File: src/rtl/mem_access_unit_pkg.sv
// Shared codes for the load/store unit.
//   - size_t and the address/data/byte-enable width constants
//   - mem_op_t   : load/store operation encoding from the execute stage
//   - mem_state_t: FSM state codes of mem_access_unit
//   - helper functions: store detection and natural-alignment check
package mem_access_unit_pkg;

    typedef int unsigned size_t;

    localparam size_t ADDR_W = 32;
    localparam size_t DATA_W = 32;
    localparam size_t BE_W   = DATA_W / 8;

    typedef enum logic [2:0] {
        OP_LB  = 3'd0,
        OP_LBU = 3'd1,
        OP_LH  = 3'd2,
        OP_LHU = 3'd3,
        OP_LW  = 3'd4,
        OP_SB  = 3'd5,
        OP_SH  = 3'd6,
        OP_SW  = 3'd7
    } mem_op_t;

    typedef enum logic [1:0] {
        MS_IDLE = 2'd0,
        MS_BUS  = 2'd1,
        MS_DATA = 2'd2,
        MS_RESP = 2'd3
    } mem_state_t;

    // True for the three store operations.
    function automatic logic op_is_store(input mem_op_t op);
        logic st;
        case (op)
            OP_SB, OP_SH, OP_SW: st = 1'b1;
            default:             st = 1'b0;
        endcase
        return st;
    endfunction

    // A halfword must sit on an even address, a word on a multiple of four.
    function automatic logic op_misaligned(input mem_op_t op, input logic [1:0] off);
        logic mis;
        case (op)
            OP_LH, OP_LHU, OP_SH: mis = off[0];
            OP_LW, OP_SW:         mis = (off != 2'b00);
            default:              mis = 1'b0;
        endcase
        return mis;
    endfunction

endpackage

File: src/rtl/mem_access_unit_if.sv
// Request/response and Avalon-style data-bus signals of the load/store unit.
//   master : the load/store unit (accepts requests, masters the data bus)
//   slave  : the surrounding datapath and the data memory
interface mem_access_unit_if;
    import mem_access_unit_pkg::*;

    // execute-stage request / response
    logic                  req_valid;
    logic                  req_ready;
    mem_op_t               req_op;
    logic [ADDR_W-1:0]     req_addr;
    logic [DATA_W-1:0]     req_wdata;
    logic                  resp_valid;
    logic [DATA_W-1:0]     resp_data;
    logic                  align_error;

    // data memory bus
    logic [ADDR_W-1:0]     address;
    logic                  read;
    logic                  write;
    logic [BE_W-1:0]       byteenable;
    logic [DATA_W-1:0]     writedata;
    logic [DATA_W-1:0]     readdata;
    logic                  waitrequest;

    modport master (
        input  req_valid, req_op, req_addr, req_wdata, readdata, waitrequest,
        output req_ready, resp_valid, resp_data, align_error,
               address, read, write, byteenable, writedata
    );

    modport slave (
        output req_valid, req_op, req_addr, req_wdata, readdata, waitrequest,
        input  req_ready, resp_valid, resp_data, align_error,
               address, read, write, byteenable, writedata
    );

endinterface

File: src/rtl/mem_access_unit_lane_align.sv
// mem_lane_align: combinational byte-lane steering for the load/store unit.
//   op, off    : operation and byte offset (address bits 1:0)
//   wdata      : right-justified store data
//   rdata      : raw 32-bit bus read data
//   byteenable : lane enables for the access width and offset
//   wdata_rep  : store data replicated across every lane of its width
//   rdata_ext  : selected load lane(s), sign- or zero-extended to 32 bits
// Offsets are always truncated to the access width, so a misaligned access
// that is allowed to proceed uses the naturally aligned lane group.
module mem_lane_align
    import mem_access_unit_pkg::*;
(
    input  mem_op_t           op,
    input  logic [1:0]        off,
    input  logic [DATA_W-1:0] wdata,
    input  logic [DATA_W-1:0] rdata,
    output logic [BE_W-1:0]   byteenable,
    output logic [DATA_W-1:0] wdata_rep,
    output logic [DATA_W-1:0] rdata_ext
);

    logic [1:0]        off_eff_s;
    logic [DATA_W-1:0] shifted_s;

    // Effective offset, lane enables and replicated store data per width.
    always_comb begin
        off_eff_s  = 2'b00;
        byteenable = 4'b0000;
        wdata_rep  = 32'h0000_0000;
        case (op)
            OP_LB, OP_LBU, OP_SB: begin
                off_eff_s  = off;
                byteenable = 4'b0001 << off;
                wdata_rep  = {4{wdata[7:0]}};
            end
            OP_LH, OP_LHU, OP_SH: begin
                off_eff_s  = {off[1], 1'b0};
                byteenable = 4'b0011 << {off[1], 1'b0};
                wdata_rep  = {2{wdata[15:0]}};
            end
            OP_LW, OP_SW: begin
                off_eff_s  = 2'b00;
                byteenable = 4'b1111;
                wdata_rep  = wdata;
            end
            default: begin
                off_eff_s  = 2'b00;
                byteenable = 4'b0000;
                wdata_rep  = 32'h0000_0000;
            end
        endcase
    end

    // Move the addressed lane down to bit 0 before extension.
    assign shifted_s = rdata >> {off_eff_s, 3'b000};

    // Sign- or zero-extend the selected lane(s); stores return nothing.
    always_comb begin
        rdata_ext = 32'h0000_0000;
        case (op)
            OP_LB:   rdata_ext = {{24{shifted_s[7]}}, shifted_s[7:0]};
            OP_LBU:  rdata_ext = {24'h00_0000, shifted_s[7:0]};
            OP_LH:   rdata_ext = {{16{shifted_s[15]}}, shifted_s[15:0]};
            OP_LHU:  rdata_ext = {16'h0000, shifted_s[15:0]};
            OP_LW:   rdata_ext = shifted_s;
            default: rdata_ext = 32'h0000_0000;
        endcase
    end

endmodule

File: src/rtl/mem_access_unit.sv
// mem_access_unit: single-outstanding load/store unit between the execute
// stage and an Avalon-style data memory port.
//   clk   : clock, all state changes on the rising edge
//   reset : asynchronous active-high reset, abandons any transaction
//   bus   : mem_access_unit_if.master - request/response handshake and the
//           data bus (address, read, write, byteenable, writedata,
//           readdata, waitrequest)
// All outputs are registered. Loads respond three cycles after acceptance,
// stores two, each waitrequest cycle adding one; misaligned accesses (when
// checked) respond after one cycle with align_error and never touch the bus.
module mem_access_unit
    import mem_access_unit_pkg::*;
#(
    parameter bit ADDR_ALIGN_CHECK = 1'b1
) (
    input  logic               clk,
    input  logic               reset,
    mem_access_unit_if.master  bus
);

    localparam logic [1:0] ST_IDLE = MS_IDLE;
    localparam logic [1:0] ST_BUS  = MS_BUS;
    localparam logic [1:0] ST_DATA = MS_DATA;
    localparam logic [1:0] ST_RESP = MS_RESP;

    logic [1:0]        state_r;
    mem_op_t           op_r;
    logic [1:0]        off_r;
    logic              req_ready_r;
    logic              resp_valid_r;
    logic [DATA_W-1:0] resp_data_r;
    logic              align_error_r;
    logic [ADDR_W-1:0] address_r;
    logic              read_r;
    logic              write_r;
    logic [BE_W-1:0]   byteenable_r;
    logic [DATA_W-1:0] writedata_r;

    mem_op_t           lane_op_s;
    logic [1:0]        lane_off_s;
    logic [BE_W-1:0]   lane_be_s;
    logic [DATA_W-1:0] lane_wdata_s;
    logic [DATA_W-1:0] lane_rdata_s;
    logic              accept_s;
    logic              misaligned_s;
    logic              is_store_s;

    // In IDLE the lane logic prepares the bus payload from the incoming
    // request; afterwards it works on the latched op for load extraction.
    always_comb begin
        if (state_r == ST_IDLE) begin
            lane_op_s  = bus.req_op;
            lane_off_s = bus.req_addr[1:0];
        end else begin
            lane_op_s  = op_r;
            lane_off_s = off_r;
        end
    end

    assign accept_s     = bus.req_valid && req_ready_r;
    assign misaligned_s = ADDR_ALIGN_CHECK && op_misaligned(bus.req_op, bus.req_addr[1:0]);
    assign is_store_s   = op_is_store(bus.req_op);

    mem_lane_align u_lane_align (
        .op         (lane_op_s),
        .off        (lane_off_s),
        .wdata      (bus.req_wdata),
        .rdata      (bus.readdata),
        .byteenable (lane_be_s),
        .wdata_rep  (lane_wdata_s),
        .rdata_ext  (lane_rdata_s)
    );

    // Request FSM: accept, drive the bus, capture load data, respond.
    always_ff @(posedge clk or posedge reset) begin
        if (reset) begin
            state_r       <= ST_IDLE;
            op_r          <= OP_LB;
            off_r         <= 2'b00;
            req_ready_r   <= 1'b1;
            resp_valid_r  <= 1'b0;
            resp_data_r   <= 32'h0000_0000;
            align_error_r <= 1'b0;
            address_r     <= 32'h0000_0000;
            read_r        <= 1'b0;
            write_r       <= 1'b0;
            byteenable_r  <= 4'b0000;
            writedata_r   <= 32'h0000_0000;
        end else begin
            case (state_r)
                ST_IDLE: begin
                    if (accept_s) begin
                        op_r        <= bus.req_op;
                        off_r       <= bus.req_addr[1:0];
                        req_ready_r <= 1'b0;
                        if (misaligned_s) begin
                            resp_valid_r  <= 1'b1;
                            align_error_r <= 1'b1;
                            resp_data_r   <= 32'h0000_0000;
                            state_r       <= ST_RESP;
                        end else begin
                            address_r    <= {bus.req_addr[31:2], 2'b00};
                            byteenable_r <= lane_be_s;
                            writedata_r  <= lane_wdata_s;
                            read_r       <= !is_store_s;
                            write_r      <= is_store_s;
                            state_r      <= ST_BUS;
                        end
                    end
                end
                ST_BUS: begin
                    // Strobes and payload simply hold while the bus stalls.
                    if (!bus.waitrequest) begin
                        read_r  <= 1'b0;
                        write_r <= 1'b0;
                        if (write_r) begin
                            resp_valid_r <= 1'b1;
                            resp_data_r  <= 32'h0000_0000;
                            state_r      <= ST_RESP;
                        end else begin
                            state_r <= ST_DATA;
                        end
                    end
                end
                ST_DATA: begin
                    // readdata is valid exactly one cycle after the read.
                    resp_data_r  <= lane_rdata_s;
                    resp_valid_r <= 1'b1;
                    state_r      <= ST_RESP;
                end
                ST_RESP: begin
                    resp_valid_r  <= 1'b0;
                    resp_data_r   <= 32'h0000_0000;
                    align_error_r <= 1'b0;
                    req_ready_r   <= 1'b1;
                    state_r       <= ST_IDLE;
                end
                default: begin
                    resp_valid_r  <= 1'b0;
                    resp_data_r   <= 32'h0000_0000;
                    align_error_r <= 1'b0;
                    read_r        <= 1'b0;
                    write_r       <= 1'b0;
                    req_ready_r   <= 1'b1;
                    state_r       <= ST_IDLE;
                end
            endcase
        end
    end

    assign bus.req_ready   = req_ready_r;
    assign bus.resp_valid  = resp_valid_r;
    assign bus.resp_data   = resp_data_r;
    assign bus.align_error = align_error_r;
    assign bus.address     = address_r;
    assign bus.read        = read_r;
    assign bus.write       = write_r;
    assign bus.byteenable  = byteenable_r;
    assign bus.writedata   = writedata_r;

endmodule

File: src/flat_wrapper.sv
// flat-port wrapper written by rule: the top's interface ports become plain ports
module mem_access_unit_flat import mem_access_unit_pkg::*;
#(
    parameter bit ADDR_ALIGN_CHECK = 1'b1
)
  (clk, reset, bus_req_valid, bus_req_op, bus_req_addr, bus_req_wdata, bus_readdata, bus_waitrequest, bus_req_ready, bus_resp_valid, bus_resp_data, bus_align_error, bus_address, bus_read, bus_write, bus_byteenable, bus_writedata);
  mem_access_unit_if bus_i ();
  input  logic clk;
  input  logic reset;
  input wire logic [$bits(bus_i.req_valid)-1:0] bus_req_valid;
  input wire logic [$bits(bus_i.req_op)-1:0] bus_req_op;
  input wire logic [$bits(bus_i.req_addr)-1:0] bus_req_addr;
  input wire logic [$bits(bus_i.req_wdata)-1:0] bus_req_wdata;
  input wire logic [$bits(bus_i.readdata)-1:0] bus_readdata;
  input wire logic [$bits(bus_i.waitrequest)-1:0] bus_waitrequest;
  output wire logic [$bits(bus_i.req_ready)-1:0] bus_req_ready;
  output wire logic [$bits(bus_i.resp_valid)-1:0] bus_resp_valid;
  output wire logic [$bits(bus_i.resp_data)-1:0] bus_resp_data;
  output wire logic [$bits(bus_i.align_error)-1:0] bus_align_error;
  output wire logic [$bits(bus_i.address)-1:0] bus_address;
  output wire logic [$bits(bus_i.read)-1:0] bus_read;
  output wire logic [$bits(bus_i.write)-1:0] bus_write;
  output wire logic [$bits(bus_i.byteenable)-1:0] bus_byteenable;
  output wire logic [$bits(bus_i.writedata)-1:0] bus_writedata;
  assign bus_i.req_valid = bus_req_valid;
  assign bus_i.req_op = bus_req_op;
  assign bus_i.req_addr = bus_req_addr;
  assign bus_i.req_wdata = bus_req_wdata;
  assign bus_i.readdata = bus_readdata;
  assign bus_i.waitrequest = bus_waitrequest;
  assign bus_req_ready = bus_i.req_ready;
  assign bus_resp_valid = bus_i.resp_valid;
  assign bus_resp_data = bus_i.resp_data;
  assign bus_align_error = bus_i.align_error;
  assign bus_address = bus_i.address;
  assign bus_read = bus_i.read;
  assign bus_write = bus_i.write;
  assign bus_byteenable = bus_i.byteenable;
  assign bus_writedata = bus_i.writedata;
  mem_access_unit #(.ADDR_ALIGN_CHECK(ADDR_ALIGN_CHECK)) u_core (.clk(clk), .reset(reset), .bus(bus_i));
endmodule
File: config.mk
export PLATFORM = sky130hd
export DESIGN_NAME = mem_access_unit_flat
export DESIGN_NICKNAME = d
export VERILOG_FILES = /design/src/rtl/mem_access_unit_pkg.sv /design/src/rtl/mem_access_unit_if.sv /design/src/rtl/mem_access_unit_lane_align.sv /design/src/rtl/mem_access_unit.sv /design/src/flat_wrapper.sv
export SDC_FILE = /design/constraint.sdc
export NUM_CORES = 1
export LEC_CHECK = 0
export BUFFER_PORTS_ARGS = -buffer_cell sky130_fd_sc_hd__buf_2
export CAP_MARGIN = 20
export CORE_MARGIN = 2
export CORE_UTILIZATION = 44
export DETAILED_ROUTE_END_ITERATION = 16
export HOLD_SLACK_MARGIN = 0.1
export PLACE_DENSITY = 0.77
export SLEW_MARGIN = 30
export SYNTH_ARGS = -nofsm -noshare
export SYNTH_HDL_FRONTEND = slang
export SYNTH_SLANG_ARGS = --single-unit
File: constraint.sdc
create_clock -name clk -period 3.4 [get_ports clk]
set_input_delay 0.34 -clock clk [delete_from_list [all_inputs] [get_ports clk]]
set_output_delay 0.34 -clock clk [all_outputs]
set_load 0.02 [all_outputs]
==> results of run 1 <==
[path summary, 6_finish.rpt]
kind                                                     startpoint                                    to  slack (ns)
worst max-delay path                  u_core.state_r[0]$_DFFE_PP0P_  u_core.bus.resp_data[28]$_DFFE_PP0P_        0.42
worst min-delay path                                          reset    u_core.bus.address[17]$_DFFE_PP0P_        0.15
worst max register to register        u_core.state_r[0]$_DFFE_PP0P_  u_core.bus.resp_data[28]$_DFFE_PP0P_        0.42
worst min register to register  u_core.bus.resp_data[0]$_DFFE_PP0P_   u_core.bus.resp_data[0]$_DFFE_PP0P_        0.49
max in group asynchronous                                     reset      u_core.bus.req_ready$_DFFE_PP1P_        2.38
min in group clk                                   bus_req_addr[15]    u_core.bus.address[15]$_DFFE_PP0P_        0.21
[report_power, final]
group	switching, mW	internal (mW)	total [mW]
Combinational	2.31	1.38	3.69
Clock	0.501	0.579	1.08
Sequential	0.349	1.90	2.25
[area by class of cell]
cell class	count	area share, %
multi-input combinational	334	34.0
sequential	110	41.3
clock buffer	10	3.43
inverter	9	0.544
tap	143	2.68
timing repair buffer	217	16.9
clock inverter	6	1.05
[layer usage]
| layer | part of all wire [%] | wire length, um |
|---|---|---|
| met4 | 2.5 | 359 |
| met5 | 0 | 0 |
| met2 | 48 | 6960 |
| met3 | 9.1 | 1320 |
| met1 | 40 | 5870 |
[Yosys cell counts, types with 2 or more instances]
cell type	number
dfrtp_1	109
nand2_1	62
mux2_2	54
nor2_1	35
o21ai_0	34
a21oi_1	26
a31oi_1	25
a221o_1	17
clkbuf_1	17
mux2i_1	10
a22o_1	9
inv_1	9
a22oi_1	8
o22ai_1	8
o31ai_1	7
nand3_1	6
buf_1	5
buf_2	5
ha_1	4
nand4_1	4
buf_4	2
nand2b_1	2
nand3b_1	2
nor2b_1	2
nor3_1	2
xor2_1	2
[flip-flops by register name, summed over array words and instances, names as in the netlist]
name	cells
u_core.bus.resp_data	32
u_core.bus.writedata	32
u_core.bus.address	30
u_core.bus.byteenable	4
u_core.op_r	3
u_core.off_r	2
u_core.state_r	2
u_core.bus.align_error	1
u_core.bus.read	1
u_core.bus.req_ready	1
u_core.bus.resp_valid	1
u_core.bus.write	1
[logic make-up (layout without fill, tap and decap cells)]
group | Yosys count | after routing | synth area share (%)
AOI/OAI and AO/OA | 142 | 142 | 18.2
xor gates and xnor gates | 2 | 2 | 0.339
adders and majority gates | 4 | 4 | 0.967
buffers and inverters | 39 | 242 | 3.24
DFF | 110 | 110 | 53.2
muxes | 65 | 65 | 14.1
other | 1 | 2 | 0.0725
and+or+nand+nor | 119 | 119 | 9.79
[through the flow]
stage / worst slack [ns] / hold WS, ns / utilization, % / cells / total power [mW]
after floorplan: 0.159 / 0.485 / - / 483 / 4.74
after detailed placement: 0.466 / 0.475 / 55.5 / 813 / 5.94
after global placement: 0.607 / 0.476 / 55.5 / 813 / 5.82
after CTS: 0.454 / 0.179 / 58.1 / 829 / 7.04
final: 0.419 / 0.145 / 58.1 / 829 / 7.02
after global routing: 0.250 / 0.209 / 58.1 / 829 / 7.47
==> impl_results.md, run 1 <==
- Status: complete, no violations
- Commonest non-fill, non-tap cell in the layout: buf_2
- Max cap viols: 0
- Layout area overhead: 28.9%
- Minimum clock period: 2.98 ns
- # DRC: 0
- Main synth FF type: dfrtp_1
- Worst-Skew Late Latency: 0.35 ns
- H-tree depth: 3
- Critical path's slowest cell: a31oi_4
- Top cell type by total area after synthesis: dfrtp_1
- Initial DRC count: 442
- Initial antenna violation count: 0
- Grt met3 use: 4.16%
- Leakage Power: 3.32 nW
- Fillers: 986
- Max-slew violation count: 0
- GP Congestion: 0.876
- Cell area after synthesis: ~0.0052 mm2
- Worst Tran Pin Value: 0.837 ns
- Std cell rows: 39
- Crit path kind: reg2reg
- Layout Nets: 788
- DRT Pass-1 Iters: 5
- Nature of the critical path startpoint: flop
- Post-detail-place hpwl: ~11,000 um
- Peak supply drop: ~0.55 mV
- Die X: approximately 110 um
- Seq/Total Area, Yosys: between 50% and 60%
- Most used cell, CP: a221o_1
- CP top delay family: compound AO/OA/AOI/OAI gates
- Largest net degree at the start of global routing: 94
- Maximum clock rate: approximately 340 MHz
- Area post-placement: 0.00637 mm2
- Final Cell Area: 0.00667 mm2
- Worst endpoint required time: between 3 and 4 ns
- FF+latch area: 0.00275 mm2
- R2r worst-path depth: 9
- Vias per inst: 5.68
- Clk_skew: 0.00897 ns
- # setup viols final: 0
- # port buffers: 205
- Synthesis Warnings: 0
- Post-DRT Antenna Nets: 0
- DIE HEIGHT: 112 um
- Clock sinks: 110
- GRT Total Usage: a little under a quarter
- Starting density of the core: 45.1%
- Drt wl/cell: 17.5 um
- Yosys cell types: 42
- WP depth: 9
- Slew headroom: between 40% and 50%
- Crit-path cells: inv_1 -> ha_1 -> or3b_1 -> a221o_1 -> buf_4 -> mux2_2 -> nand3_1 -> a31oi_4 -> a221o_1
- Critical Path Sink Type: flop
- Syn Area/Cell: about 11 um2
- Area of the multi-input gates: ~0.0023 mm2
- Commonest non-fill, non-tap cells in the layout: buf_2, dfrtp_1, nand2_1
- Clock Path Buffers: 2
- First-pass GRT wire length: 23,200 um
- Top cells by area, synth: dfrtp_1, mux2_2, nand2_1
- Wirelength, routed: roughly 15,000 um
- CTS tree: done
- Critical path fanouts, max: 20
- Share of layout cells above drive strength 1: 42.9%
- Vias: 4,707
- Post-synthesis async set-or-reset flop share: 100%
- # resized after CTS: 0
- Met2 Use GR: 37.0%
- Period Utilization, post-route: 87.7%
- GRT busiest layer: met2
- Vias in the first global route: 4,586
- Share of the synthesized area in the top cell type: around 53%
- Core area: 0.0115 mm2
- GR Layer Usage met1: about 31%
- TritonCTS Buffers: 9
- CTS root buf: clkbuf_16
- Yosys reg bits: 110
- Crit path arrival time: around 3.3 ns
- Unrepaired setup endpoints after global routing: false
- I/O pin count: 208
- Die Footprint: 0.0126 mm2
- Pwr dens: between 1000 and 1500 mW/mm2
- Min-Delay Path Class: in2async
- CP max stage delay: 0.49 ns
- Count of flip-flops with a built-in enable after synthesis: 0
- CP Buf/Inv Count: 2
- Total inserted antenna cells: 0
- Clock-pin slew on the worst setup and hold paths: 0.08 ns
- Final TNS setup: 0 ns
- Post-CTS Setup Bufs: 0
- GR Overflow Total: 0
- Final hold violations: 0
- Post-Syn Instances: 482
- Hold_buf cts: 0
Power figures use the tool's default switching activity.
==> run 2: changes to the inputs <==
Settings changed: ABC_AREA from default to 1, CORE_UTILIZATION 44 to 45.
==> impl_results.md, run 2 <==
- Vias per inst: 5.10 (was 5.68)
- Crit path kind: reg2reg (unchanged)
- Max-slew violation count: 0 (unchanged)
- Commonest non-fill, non-tap cell in the layout: nand2_1 (was buf_2)
- DIE HEIGHT: 116 um (was 112 um)
- Vias: 5,448 (was 4,707)
- Die X: 116 um (was 112 um)
- Fillers: 1,156 (was 986)
- Maximum clock rate: 333 MHz (was 335 MHz)
- Vias in the first global route: 4,958 (was 4,586)
- Nature of the critical path startpoint: flop (unchanged)
- Initial antenna violation count: 1 (was 0)
- Critical path fanouts, max: 38 (was 20)
- Largest net degree at the start of global routing: 61 (was 94)
- # setup viols final: 0 (unchanged)
- Hold_buf cts: 0 (unchanged)
- GP Congestion: 0.882 (was 0.876)
- Core area: 0.0121 mm2 (was 0.0115 mm2)
- GRT Total Usage: 22.9% (was 23.0%)
- Post-DRT Antenna Nets: 0 (unchanged)
- Final hold violations: 0 (unchanged)
- Critical Path Sink Type: flop (unchanged)
- Peak supply drop: 0.621 mV (was 0.549 mV)
- I/O pin count: 208 (unchanged)
- Layout Nets: 1,002 (was 788)
- Pwr dens: 1070 mW/mm2 (was 1050 mW/mm2)
- Wirelength, routed: 15,600 um (was 14,500 um)
- FF-to-FF setup slack: 0.40 ns (was 0.42 ns)
- Std cell rows: 40 (was 39)
- DRT Pass-1 Iters: 5 (unchanged)
- Yosys reg bits: 110 (unchanged)
- Clock-pin slew on the worst setup and hold paths: 0.07 ns (was 0.08 ns)
- Die Footprint: 0.0134 mm2 (was 0.0126 mm2)
- Post-layout util: 57.9% (was 58.1%)
- Yosys cell types: 36 (was 42)
- Post-synthesis async set-or-reset flop share: 100% (unchanged)
- Starting density of the core: 46.5% (was 45.1%)
- Seq/Total Area, Yosys: 48.9% (was 53.2%)
- Placed cells: 1,052 (was 813)
- Final TNS setup: 0 ns (unchanged)
- Slew headroom: 50.0% (was 44.2%)
- GR Overflow Total: 0 (unchanged)
- FF+latch area: 0.00275 mm2 (unchanged)
- Share of layout cells above drive strength 1: 30.6% (was 42.9%)
- Top cell type by total area after synthesis: dfrtp_1 (unchanged)
- # resized after CTS: 0 (unchanged)
- # port buffers: 205 (unchanged)
- CTS tree: done (unchanged)
- TritonCTS Buffers: 9 (unchanged)
- First-pass GRT wire length: 24,300 um (was 23,200 um)
- Post-CTS Setup Bufs: 0 (unchanged)
- Synthesis Warnings: 0 (unchanged)
- Synth top cells by count: nand2_1, dfrtp_1, nand3_1 (was dfrtp_1, nand2_1, mux2_2)
- Period Utilization, post-route: 88.3% (was 87.7%)
- Drt wl/cell: 14.6 um (was 17.5 um)
- Status: complete, no violations (unchanged)
- Clock sinks: 110 (unchanged)
- Min-Delay Path Class: in2async (unchanged)
- Final std cells w/o fill: 1,068 (was 829)
- Top cells by area, synth: dfrtp_1, nand2_1, nand3_1 (was dfrtp_1, mux2_2, nand2_1)
- Clk_skew: 0.00957 ns (was 0.00897 ns)
- Top-count cell post-synth: nand2_1 (was dfrtp_1)
- # DRC: 0 (unchanged)
- Unrepaired setup endpoints after global routing: false (unchanged)
- Layout area overhead: 24.4% (was 28.9%)
- Cell area after synthesis: 0.00564 mm2 (was 0.00517 mm2)
- CTS root buf: clkbuf_16 (unchanged)
- Post-Syn Instances: 709 (was 482)
- Worst Tran Pin Value: 0.750 ns (was 0.837 ns)
- Total inserted antenna cells: 0 (unchanged)
- Share of the synthesized area in the top cell type: 48.4% (was 52.7%)
- Leakage Power: 4.03 nW (was 3.32 nW)
- Minimum clock period: 3.00 ns (was 2.98 ns)
- Worst-Skew Late Latency: 0.34 ns (was 0.35 ns)
- Commonest non-fill, non-tap cells in the layout: nand2_1, buf_2, dfrtp_1 (was buf_2, dfrtp_1, nand2_1)
- Initial DRC count: 420 (was 442)
- Max cap viols: 0 (unchanged)
- Crit path arrival time: 3.23 ns (was 3.26 ns)
- Syn Area/Cell: 7.95 um2 (was 10.7 um2)
- Count of flip-flops with a built-in enable after synthesis: 0 (unchanged)
- Post-detail-place hpwl: 11,300 um (was 10,600 um)
- Worst endpoint required time: 3.63 ns (was 3.68 ns)
- H-tree depth: 3 (unchanged)
- Main synth FF type: dfrtp_1 (unchanged)
- Area of the multi-input gates: 0.00253 mm2 (was 0.00227 mm2)
- Clock Path Buffers: 2 (unchanged)
## run 2: cell types whose count changed in the layout (fill, tap and decap cells not counted), sizes merged, moves of 10 or more
cell / before / now
nand2: 63 / 326
nand3: 6 / 73
mux2: 54 / 0
inv: 11 / 31
a221o: 17 / 0
o21ai: 35 / 51
a21oi: 26 / 11
a31oi: 26 / 16
mux2i: 10 / 0
## run 2: final timing paths
check	from	endpoint	cells past startpoint
max	u_core.state_r[0]$_DFFE_PP0P_	u_core.bus.resp_data[28]$_DFFE_PP0P_	14
min	reset	u_core.bus.address[8]$_DFFE_PP0P_	2
max reg2reg	u_core.state_r[0]$_DFFE_PP0P_	u_core.bus.resp_data[28]$_DFFE_PP0P_	14
min reg2reg	u_core.bus.address[11]$_DFFE_PP0P_	u_core.bus.address[11]$_DFFE_PP0P_	2
max in group asynchronous	reset	u_core.bus.req_ready$_DFFE_PP1P_	3
min in group clk	bus_req_addr[6]	u_core.bus.address[6]$_DFFE_PP0P_	3
## run 2: kinds of logic (layout without fill, tap and decap cells)
| logic type | Yosys count | count (layout) | share of synthesized area (%) |
|---|---|---|---|
| buf+inv | 69 | 259 | 6.48 |
| other cells | 1 | 2 | 0.0665 |
| compound gates | 83 | 83 | 8.28 |
| fa+ha+maj | 4 | 4 | 0.888 |
| flops | 110 | 110 | 48.9 |
| simple gates | 442 | 442 | 35.4 |
## run 2: area by class of cell
cell class | instances | area share [%]
Sequential cell | 110 | 39.3
Multi-Input combinational cell | 531 | 36.0
Timing Repair Buffer | 212 | 15.7
Clock buffer | 13 | 3.57
Tap cell | 168 | 3.00
Inverter | 31 | 1.77
Clock inverter | 3 | 0.624
## run 2: stage by stage
stage / power (mW) / hold slack (ns) / instance area (um2) / worst slack [ns]
2_1_floorplan: 5.34 / 0.453 / 5640 / 0.159
3_3_place_gp: 6.37 / 0.451 / 6720 / 0.559
3_5_place_dp: 6.44 / 0.453 / 6720 / 0.412
4_1_cts: 7.52 / 0.164 / 7010 / 0.404
5_1_grt: 8.07 / 0.184 / 7010 / 0.161
6_report: 7.47 / 0.141 / 7010 / 0.398
## run 2: power breakdown
part / leakage, nW / switching (mW) / total [mW] / internal [mW]
clock network: 0.144 / 0.460 / 1.05 / 0.593
logic: 2.49 / 2.88 / 4.20 / 1.31
registers: 1.40 / 0.326 / 2.22 / 1.89
total: 4.03 / 3.67 / 7.47 / 3.80
## run 2: layer usage
layer	GRT usage, %	vias up	wire length (um)
li1	-	2631	-
met1	31.3	2518	6750
met2	35.7	258	7060
met3	4.86	39	1370
met4	9.05	2	396
met5	0	-	13
## run 2: critical path: stages (launching register included)
cell     delay (ns)
dfrtp_1        0.40
inv_1          0.12
ha_1           0.49
inv_2          0.19
nand2_1        0.13
nand2_2        0.11
a21oi_4        0.33
nand2_2        0.13
buf_4          0.28
nand2_1        0.15
nand2_4        0.06
nand3_4        0.24
nand3_1        0.13
nand2_1        0.08
nand2_1        0.05
==> run 3: changes to the inputs <==
Settings changed: CORE_UTILIZATION 45 to 46, GPL_ROUTABILITY_DRIVEN from default to 0, SYNTH_HIERARCHICAL from default to 1.
==> impl_results.md, run 3 <==
- Status: complete, no violations (unchanged)
- Min-Delay Path Class: in2async (unchanged)
- GR Overflow Total: 0 (unchanged)
- Core area: 0.0132 mm2 (was 0.0121 mm2)
- Unrepaired setup endpoints after global routing: false (unchanged)
- Die Footprint: 0.0145 mm2 (was 0.0134 mm2)
- Synthesis Warnings: 6 (was 0)
- Std cell rows: 42 (was 40)
- CTS root buf: clkbuf_16 (unchanged)
- Clock Path Buffers: 2 (unchanged)
- Slew headroom: 44.5% (was 50.0%)
- Yosys reg bits: 110 (unchanged)
- Clock sinks: 110 (unchanged)
- Commonest non-fill, non-tap cell in the layout: nand2_1 (unchanged)
- Post-layout util: 57.0% (was 57.9%)
- Worst R2R Start: u_core/state_r[0]$_DFFE_PP0P_ (was u_core.state_r[0]$_DFFE_PP0P_)
- Placed cells: 1,202 (was 1,052)
- Synthesized-area fraction occupied by adder cells: 0.801% (was 0.888%)
- Worst endpoint required time: 3.69 ns (was 3.63 ns)
- R2r worst-path depth: 16 (was 14)
- Nature of the critical path startpoint: flop (unchanged)
- Top-count cell post-synth: nand2_1 (unchanged)
- Crit path arrival time: 3.17 ns (was 3.23 ns)
- Critical path's slowest cell: dfrtp_1 (was ha_1)
- Vias per inst: 5.02 (was 5.10)
- TritonCTS Buffers: 9 (unchanged)
- CTS tree: done (unchanged)
- Critical Path End: u_core/bus.resp_data[26]$_DFFE_PP0P_ (was u_core.bus.resp_data[28]$_DFFE_PP0P_)
- Post-DRT Antenna Nets: 0 (unchanged)
- Final Cell Area: 0.00755 mm2 (was 0.00701 mm2)
- Top cell type by total area after synthesis: dfrtp_1 (unchanged)
- Pwr dens: 1030 mW/mm2 (was 1070 mW/mm2)
- Max cap viols: 0 (unchanged)
- Area post-placement: 0.00721 mm2 (was 0.00672 mm2)
- H-tree depth: 3 (unchanged)
- # port buffers: 205 (unchanged)
- # DRC: 0 (unchanged)
- Hold_buf cts: 0 (unchanged)
- Layout Nets: 1,144 (was 1,002)
- DRT Pass-1 Iters: 5 (unchanged)
- Post-detail-place hpwl: 12,000 um (was 11,300 um)
- Share of layout cells above drive strength 1: 25.3% (was 30.6%)
- Worst Tran Pin Value: 0.833 ns (was 0.750 ns)
- Post-synthesis mux area share: 0% (unchanged)
- Initial antenna violation count: 2 (was 1)
- Vias: 6,121 (was 5,448)
- Vias in the first global route: 5,569 (was 4,958)
- FF-to-FF setup slack: 0.52 ns (was 0.40 ns)
- CP max stage delay: 0.41 ns (was 0.49 ns)
- Worst Setup SP: u_core/state_r[0]$_DFFE_PP0P_ (was u_core.state_r[0]$_DFFE_PP0P_)
- Worst reg2reg path endpoint: u_core/bus.resp_data[26]$_DFFE_PP0P_ (was u_core.bus.resp_data[28]$_DFFE_PP0P_)
- Critical path fanouts, max: 24 (was 38)
- CP Buf/Inv Count: 6 (was 3)
- Fillers: 1,285 (was 1,156)
- Leakage Power: 4.53 nW (was 4.03 nW)
- Synth Area in XOR/XNOR: 0% (unchanged)
- Crit path kind: reg2reg (unchanged)
- GRT Total Usage: 23.9% (was 22.9%)
- Share of the synthesized area in the top cell type: 43.6% (was 48.4%)
- Cell area after synthesis: 0.00625 mm2 (was 0.00564 mm2)
- Clock-pin slew on the worst setup and hold paths: 0.08 ns (was 0.07 ns)
- Seq/Total Area, Yosys: 44.1% (was 48.9%)
- Period Utilization, post-route: 84.7% (was 88.3%)
- Initial DRC count: 626 (was 420)
- Starting density of the core: 47.2% (was 46.5%)
- Top cells by area, synth: dfrtp_1, nand2_1, nand3_1 (unchanged)
- Count of flip-flops with a built-in enable after synthesis: 0 (unchanged)
- Minimum clock period: 2.88 ns (was 3.00 ns)
- Commonest non-fill, non-tap cells in the layout: nand2_1, buf_2, dfrtp_1 (unchanged)
- Hold slack final: 0.0617 ns (was 0.141 ns)
- Max-slew violation count: 0 (unchanged)
- Worst-Skew Late Latency: 0.36 ns (was 0.34 ns)
- Maximum clock rate: 347 MHz (was 333 MHz)
- Synth top cells by count: nand2_1, dfrtp_1, nand3_1 (unchanged)
- Crit-path cells: inv_1 -> ha_1 -> inv_2 -> o21ai_0 -> buf_4 -> inv_2 -> a21oi_4 -> buf_4 -> nand3_1 -> nand3_2 -> nand3_4 -> nand3_1 -> nand2_1 -> inv_1 -> nand4_1 -> nand2_1 (was inv_1 -> ha_1 -> inv_2 -> nand2_1 -> nand2_2 -> a21oi_4 -> nand2_2 -> buf_4 -> nand2_1 -> nand2_4 -> nand3_4 -> nand3_1 -> nand2_1 -> nand2_1)
- Wirelength, routed: 16,800 um (was 15,600 um)
- DIE HEIGHT: 121 um (was 116 um)
- Post-Syn Instances: 872 (was 709)
- Final std cells w/o fill: 1,220 (was 1,068)
- WP depth: 16 (was 14)
- Syn Area/Cell: 7.17 um2 (was 7.95 um2)
- Post-synthesis async set-or-reset flop share: 100% (unchanged)
- # setup viols final: 0 (unchanged)
- Yosys cell types: 33 (was 36)
- Final hold violations: 0 (unchanged)
- Compound-cell area share of the yosys netlist: 9.13% (was 8.28%)
- Drt wl/cell: 13.8 um (was 14.6 um)
- Die X: 121 um (was 116 um)
- CP top delay family: simple AND/OR/NAND/NOR gates (unchanged)
- I/O pin count: 208 (unchanged)
- Critical Path Sink Type: flop (unchanged)
- First-pass GRT wire length: 27,700 um (was 24,300 um)
- Synth Area in Simple Gates: 35.3% (was 35.4%)
- Largest net degree at the start of global routing: 83 (was 61)
- Main synth FF type: dfrtp_1 (unchanged)
- Largest family of logic cells by synthesized area: simple AND/OR/NAND/NOR gates (unchanged)
- Final TNS setup: 0 ns (unchanged)
- Layout area overhead: 20.8% (was 24.4%)
- Peak supply drop: 0.541 mV (was 0.621 mV)
- Clk_skew: 0.00825 ns (was 0.00957 ns)
[run 3: cell count changes in the layout (fill, tap and decap cells not counted), sizes merged, moves of 2 or more]
cell	previous run	this run
clkbuf	13	9
or2	8	1
nand2	326	390
buf	212	221
a21oi	11	8
inv	31	62
o21ai	51	92
nor2	35	25
a31oi	16	0
nand4	0	33
diode	0	2
[run 3: per-layer routing]
layer | share of wire, % | GRT usage, %
met1 | 45 | 34.1
met4 | 2.5 | 9.45
met3 | 7.3 | 4.86
met5 | 0 | 0
met2 | 45 | 35.7
[run 3: worst min-delay path by stage]
stage | cells past startpoint | to | startpoint | slack [ns]
after floorplan | 2 | u_core/off_r[0]$_DFFE_PP0P_ | u_core/off_r[0]$_DFFE_PP0P_ | 0.45
after global placement | 2 | u_core/bus.resp_data[20]$_DFFE_PP0P_ | u_core/bus.resp_data[20]$_DFFE_PP0P_ | 0.45
after detailed placement | 2 | u_core/bus.resp_data[22]$_DFFE_PP0P_ | u_core/bus.resp_data[22]$_DFFE_PP0P_ | 0.46
after CTS | 2 | u_core/state_r[0]$_DFFE_PP0P_ | reset | 0.15
after global routing | 2 | u_core/bus.address[27]$_DFFE_PP0P_ | reset | 0.15
final | 2 | u_core/bus.address[27]$_DFFE_PP0P_ | reset | 0.06
[run 3: what timing repair did]
item                       in CTS  in global routing
resized for setup               0                  1
setup endpoints to repair       0                  2
setup buffers                   0                  0
[run 3: cell families after synthesis]
group | after synthesis
AO/OA/AOI/OAI | 106
flip-flops | 110
buffers and inverters | 129
adder cells (fa/ha/maj) | 4
AND/OR/NAND/NOR | 522
other | 1
[run 3: power by group]
| part | internal, mW | total (mW) | switching [mW] |
|---|---|---|---|
| registers | 1.81 | 2.06 | 0.243 |
| logic | 1.39 | 4.53 | 3.14 |
| clock network | 0.656 | 1.17 | 0.510 |
| total | 3.86 | 7.75 | 3.89 |
[run 3: worst register-to-register path, delay by kind of cell (launching register included)]
family	cells	cell delay [ns]
simple gates	7	0.96
compound gates	2	0.31
fa+ha+maj	1	0.28
flops	1	0.41
buf+inv	6	0.84
[run 3: layout make-up]
| cell class | instances | area [um2] | area share [%] |
|---|---|---|---|
| Sequential cell | 110 | 2750 | 36.5 |
| Clock inverter | 7 | 106 | 1.41 |
| Multi-Input combinational cell | 634 | 2860 | 37.8 |
| Antenna cell | 2 | 5.00 | 0.0663 |
| Tap cell | 176 | 220 | 2.92 |
| Clock buffer | 9 | 225 | 2.98 |
| Timing Repair Buffer | 221 | 1150 | 15.2 |
| Inverter | 61 | 239 | 3.16 |
[run 3: through the flow]
| stage | power (mW) | setup WS, ns |
|---|---|---|
| after global routing | 8.45 | 0.122 |
| after global placement | 6.51 | 0.499 |
| after detailed placement | 6.57 | 0.428 |
| after CTS | 7.75 | 0.408 |
| after floorplan | 5.52 | 0.159 |
| final | 7.75 | 0.522 |
